### src/rtl/fifo_uart_tx.sv
// -----------------------------------------------------------------------------
// fifo_uart_tx
//   UART transmitter that drains a first-word-fall-through FIFO. When the FIFO
//   has a word, it is popped and captured in the same cycle. The frame is then
//   shifted out as: start bit, D_SIZE data bits LSB first, an optional parity
//   bit, and a stop bit. If another word is waiting in the final stop-bit cycle,
//   it is captured at once, so frames run back to back with no idle cycle.
//
// Parameters
//   D_SIZE   : data word width (matches the FIFO read-data width)
//   PS_SIZE  : PRESCALE input width
//
// Ports
//   CLK      in   operating clock (FIFO read-domain clock)
//   RST      in   asynchronous, active-high reset
//   EMPTY    in   FIFO empty flag; 0 means RD_DATA is a valid head word
//   RD_DATA  in   FIFO head word (first-word-fall-through)
//   PAR_EN   in   1 = insert a parity bit after the data bits
//   PAR_TYP  in   0 = even parity, 1 = odd parity
//   PRESCALE in   CLK cycles per serial bit; 0 is treated as 1
//   R_INC    out  FIFO pop strobe, one cycle per word
//   TX_OUT   out  serial line, idle high (registered)
//   BUSY     out  high while a frame is on the line (registered)
// -----------------------------------------------------------------------------
module fifo_uart_tx #(
    parameter int D_SIZE  = 8,
    parameter int PS_SIZE = 6
) (
    input  logic               CLK,
    input  logic               RST,
    input  logic               EMPTY,
    input  logic [D_SIZE-1:0]  RD_DATA,
    input  logic               PAR_EN,
    input  logic               PAR_TYP,
    input  logic [PS_SIZE-1:0] PRESCALE,
    output logic               R_INC,
    output logic               TX_OUT,
    output logic               BUSY
);

    // The bit index only has to reach D_SIZE-1. A 1-bit word still gets a
    // 1-bit index so the vector width is never zero.
    localparam int IDX_W = (D_SIZE > 1) ? $clog2(D_SIZE) : 1;
    localparam logic [IDX_W-1:0] LAST_IDX = IDX_W'(D_SIZE - 1);

    typedef enum logic [2:0] {
        IDLE,
        START,
        DATA,
        PARITY,
        STOP
    } state_t;

    state_t             state_q,   state_d;
    logic [D_SIZE-1:0]  shift_q,   shift_d;
    logic [IDX_W-1:0]   bit_idx_q, bit_idx_d;
    logic [PS_SIZE-1:0] ps_q,      ps_d;      // latched bit period (never 0)
    logic [PS_SIZE-1:0] cnt_q,     cnt_d;     // cycles left in current bit
    logic               par_en_q,  par_en_d;
    logic               par_bit_q, par_bit_d; // parity precomputed at capture
    logic               tx_q,      tx_d;
    logic               busy_q,    busy_d;

    logic [PS_SIZE-1:0] ps_in;
    logic               bit_end;
    logic               pop;

    // A zero prescale would never let the down-counter expire, so it is
    // treated as a one-cycle bit.
    assign ps_in   = (PRESCALE == '0) ? PS_SIZE'(1) : PRESCALE;
    assign bit_end = (cnt_q == '0);

    // Pop whenever we are free to take a word. "Free" means we are idle, or we
    // are in the last stop-bit cycle so the next frame can follow directly.
    assign pop   = !EMPTY && ((state_q == IDLE) || ((state_q == STOP) && bit_end));
    // Gate the pop while in reset so that a waiting word is not lost.
    assign R_INC = pop && !RST;

    assign TX_OUT = tx_q;
    assign BUSY   = busy_q;

    always_comb begin
        state_d   = state_q;
        shift_d   = shift_q;
        bit_idx_d = bit_idx_q;
        ps_d      = ps_q;
        cnt_d     = cnt_q;
        par_en_d  = par_en_q;
        par_bit_d = par_bit_q;
        tx_d      = tx_q;
        busy_d    = busy_q;

        case (state_q)
            IDLE: begin
                cnt_d = '0;
            end

            START: begin
                if (bit_end) begin
                    state_d   = DATA;
                    tx_d      = shift_q[0];
                    shift_d   = shift_q >> 1;
                    bit_idx_d = '0;
                    cnt_d     = ps_q - PS_SIZE'(1);
                end else begin
                    cnt_d = cnt_q - PS_SIZE'(1);
                end
            end

            DATA: begin
                if (bit_end) begin
                    cnt_d = ps_q - PS_SIZE'(1);
                    if (bit_idx_q == LAST_IDX) begin
                        // The index holds at LAST_IDX, so it never wraps here.
                        if (par_en_q) begin
                            state_d = PARITY;
                            tx_d    = par_bit_q;
                        end else begin
                            state_d = STOP;
                            tx_d    = 1'b1;
                        end
                    end else begin
                        bit_idx_d = bit_idx_q + IDX_W'(1);
                        tx_d      = shift_q[0];
                        shift_d   = shift_q >> 1;
                    end
                end else begin
                    cnt_d = cnt_q - PS_SIZE'(1);
                end
            end

            PARITY: begin
                if (bit_end) begin
                    state_d = STOP;
                    tx_d    = 1'b1;
                    cnt_d   = ps_q - PS_SIZE'(1);
                end else begin
                    cnt_d = cnt_q - PS_SIZE'(1);
                end
            end

            STOP: begin
                if (bit_end) begin
                    // Stay on the line only if a word is captured below.
                    state_d   = IDLE;
                    tx_d      = 1'b1;
                    busy_d    = 1'b0;
                    cnt_d     = '0;
                    bit_idx_d = '0;
                end else begin
                    cnt_d = cnt_q - PS_SIZE'(1);
                end
            end

            default: begin
                state_d = IDLE;
                tx_d    = 1'b1;
                busy_d  = 1'b0;
                cnt_d   = '0;
            end
        endcase

        // Capture overrides the state-specific next values. Configuration is
        // latched here, so later input changes only affect later frames.
        if (pop) begin
            state_d   = START;
            shift_d   = RD_DATA;
            bit_idx_d = '0;
            ps_d      = ps_in;
            cnt_d     = ps_in - PS_SIZE'(1);
            par_en_d  = PAR_EN;
            par_bit_d = (^RD_DATA) ^ PAR_TYP;
            tx_d      = 1'b0;
            busy_d    = 1'b1;
        end
    end

    always_ff @(posedge CLK or posedge RST) begin
        if (RST) begin
            state_q   <= IDLE;
            shift_q   <= '0;
            bit_idx_q <= '0;
            ps_q      <= '0;
            cnt_q     <= '0;
            par_en_q  <= 1'b0;
            par_bit_q <= 1'b0;
            tx_q      <= 1'b1;
            busy_q    <= 1'b0;
        end else begin
            state_q   <= state_d;
            shift_q   <= shift_d;
            bit_idx_q <= bit_idx_d;
            ps_q      <= ps_d;
            cnt_q     <= cnt_d;
            par_en_q  <= par_en_d;
            par_bit_q <= par_bit_d;
            tx_q      <= tx_d;
            busy_q    <= busy_d;
        end
    end

endmodule

### config.mk
export PLATFORM = sky130hd
export DESIGN_NAME = fifo_uart_tx
export DESIGN_NICKNAME = d
export VERILOG_FILES = /design/src/rtl/fifo_uart_tx.sv
export SDC_FILE = /design/constraint.sdc
export NUM_CORES = 1
export LEC_CHECK = 0
export CORE_MARGIN = 2
export CORE_UTILIZATION = 33
export CTS_BUF_LIST = sky130_fd_sc_hd__clkbuf_8
export CTS_CLUSTER_SIZE = 24
export DETAILED_ROUTE_END_ITERATION = 10
export PLACE_DENSITY = 0.6
export SYNTH_ARGS = -nofsm -noshare
export SYNTH_HDL_FRONTEND = slang
export SYNTH_SLANG_ARGS = --single-unit
### constraint.sdc
create_clock -name CLK -period 1.85 [get_ports CLK]
set_input_delay 0.185 -clock CLK [delete_from_list [all_inputs] [get_ports CLK]]
set_output_delay 0.185 -clock CLK [all_outputs]
set_load 0.01 [all_outputs]
==> results.toml, run 1 <==
[run_status]
outcome = "finished clean"

[cts]
cts.sinks = 30
cts_tree = "done"
insertion_delay_ps = 280
clock_tree.buffer_depth = 2
cts_root_buffer = "clkbuf_8"
htreeDepth = 2
cts_hold_buf = 0
cts.clk_slew.worst_paths_ps = 60
cts_buffers = 5

[synthesis]
yosys.area.top_type = "dfrtp_1"
synth-simple-area-share_pct = 22.8
synth_top_area_share_pct = 38.6
synthFlopType = "dfrtp_1"
yosysMostFrequentCell = "nand2_1"
yosys.area_share.xor_xnor_pct = 7.46
ys_ff_latch = 30
yosys-top-cells-count = "nand2_1 (45), dfrtp_1 (29), nor2_1 (17), inv_1 (15), o21ai_0 (13)"
synth-seq-area-share_pct = 40.0
synthCells = 219
syn_nets = 243
synth_fa_ha_area_share_pct = 3.33
synthMuxAreaShare_pct = 1.60
synthTopCellsByArea = "dfrtp_1 (39%), nand2_1 (9.0%), xnor2_1 (5.1%)"
synth_edf_count = 0
synth-compound-area-share_pct = 18.9
syn_area_um2 = 1880
synth_top_family_by_area = "simple AND/OR/NAND/NOR gates"
avgSynthCellArea_um2 = 8.58
ys_warn_count = 0
netlist-cell-type-count = 44
async_flop_share_pct = 100

[sta]
worstMarginPinSlew_ps = 554
hold_slack_ps = 365
final-setup-viol-count = 0
skew_ps = 7.47
final.min_clock_period_ps = 1840
fin_crit_sh_pct = 99.4
slew_headroom_pct = 62.6
hold_violations = 0
grt_setup_unrepaired = "true"
fmax_mhz = 544
slew_violations = 0

[drt]
route.vias.total = 1684
wl_per_cell_um = 13.3
wirelength_mm = 4.54
drtAntennaViolNets = 0
via_per_inst = 4.92
first_pass_iters = 4
drc = 0
drt_iter0_markers = 115

[floorplan]
die_width_um = 79.5
io_pins = 22
dieArea_um2 = 6310
fp.coreArea_um2 = 5510
die-height_um = 79.5
num_rows = 27
initial_utilization_pct = 34.1

[pwr]
power_mw = 1.35
ir_drop_uv = 305
leakage_nw = 1.13
powerDensity_nw_per_um2 = 526

[setup_path]
path_class = "in -> reg"
crit_path_end_kind = "flop"
worstPathArrival_ps = 2000
critPathLaunchType = "input pin"
worst-path-max-fanout = 2
startpoint = "PRESCALE[2]"
cp.required_ps = 2010
r2r-start = "cnt_q[1]"

[placed_design]
io_buffers = 21
placed_cells_incl_taps = 332
dp_hpwl_mm = 3.35
gp_congestion = 0.872

[cells_and_area]
areaGrowthSynthToFinish_pct = 36.9
drive_above_1_share_pct = 21.9
fin_cells = 342
n_antenna_cell = 0
fin_util_pct = 46.7
nFillCells = 529
final_nets = 293

[global_routing]
antenna_found_initial = 0
grt_usage_pct = 15.4
first_global_vias = 1581
grt_pass1_wl_mm = 7.55
overflow = 0
grt_max_degree = 31

[hold_path]
hold_path_class = "in -> reg"
worstHoldStart = "PRESCALE[4]"

[flow_run]
drv_cap = 0
layout make-up:
type / count / area [µm²] / share of cell area, %
Multi-Input combinational cell: 165 / 1090 / 42.4
Inverter: 15 / 56.3 / 2.19
Clock inverter: 2 / 8.76 / 0.340
Timing Repair Buffer: 52 / 493 / 19.2
Sequential cell: 30 / 752 / 29.2
Clock buffer: 6 / 82.6 / 3.21
Tap cell: 72 / 90.1 / 3.50
registers in the layout, summed over array words and instances (netlist names):
name,count
BUSY,1
par_bit_q,1
TX_OUT,1
par_en_q,1
bit_idx_q,3
shift_q,8
ps_q,6
cnt_q,6
state_q,3
power breakdown:
| group | internal (mW) | switching (mW) |
|---|---|---|
| combinational | 0.0820 | 0.0651 |
| sequential | 0.664 | 0.00500 |
| clock | 0.294 | 0.242 |
cells in the final DEF, fill, tap and decap left out, drive strengths merged, types with 5 or more instances in the layout:
master,synthesis,layout
buf,5,31
clkdlybuf4s50,0,19
a21oi,6,6
nor3b,5,5
xnor2,11,11
dfrtp,29,29
clkbuf,4,7
ha,5,5
o21ai,14,14
a31oi,10,10
nor2,19,19
xor2,5,5
o221ai,5,5
inv,15,16
nand2,45,45
worst max-delay path: stages:
cell and delay (ps):
clkdlybuf4s50_1 480, nor4_4 340, a21oi_2 110, ha_2 180, nor3b_1 140, xnor2_1 210, o22ai_1 100, o21ai_0 150
o21ai_0 100
logic make-up (layout without fill, tap and decap cells):
family / Yosys count / in the layout
and+or+nand+nor: 89 / 89
AOI/OAI and AO/OA: 52 / 52
DFF: 30 / 30
buffers and inverters: 24 / 75
xor gates and xnor gates: 16 / 16
adders and majority gates: 5 / 5
muxes: 3 / 3
routing by layer:
metal / wire length [µm] / vias up / GRT usage, % / share of wire [%]
met3: 206 / 11 / 4.07 / 4.5
met4: 105 / 0 / 6.38 / 2.3
met5: 0 / - / 0 / 0
met1: 2120 / 779 / 21.3 / 47
li1: - / 854 / - / -
met2: 2120 / 40 / 22.8 / 47
stage by stage:
step	cell area [µm²]	setup TNS, ps	worst slack, ps
floorplan	1880	0	0.732
global placement	2370	-383	-223
detailed placement	2370	-540	-284
CTS	2470	0	7.99
global route	2570	-687	-136
finish	2570	0	11.3
timing repair:
action | 4_1_cts | 5_1_grt
pin swaps | 1 | 6
cloned | 0 | 1
gates resized for setup | 7 | 17
setup endpoints to repair | 4 | 18
buffers inserted | 0 | 1
final timing paths:
kind	endpoint	slack [ps]	depth (start not counted)
worst max-delay path	cnt_q[4]	10	9
worst min-delay path	ps_q[4]	360	4
worst max register to register	shift_q[2]	30	9
worst min register to register	bit_idx_q[0]	490	1
max in group asynchronous	TX_OUT	1160	3
min in group asynchronous	shift_q[2]	370	3
Power figures use the tool's default switching activity.
==> run 2, diff against run 1 <==
--- a/config.mk
+++ b/config.mk
@@ -11,6 +11,7 @@
 export CTS_CLUSTER_SIZE = 24
 export DETAILED_ROUTE_END_ITERATION = 10
 export PLACE_DENSITY = 0.6
+export SLEW_MARGIN = 10
 export SYNTH_ARGS = -nofsm -noshare
 export SYNTH_HDL_FRONTEND = slang
 export SYNTH_SLANG_ARGS = --single-unit
==> results of run 2 <==
Same layout as run 1: the final DEF is identical, and so are final timing and power.
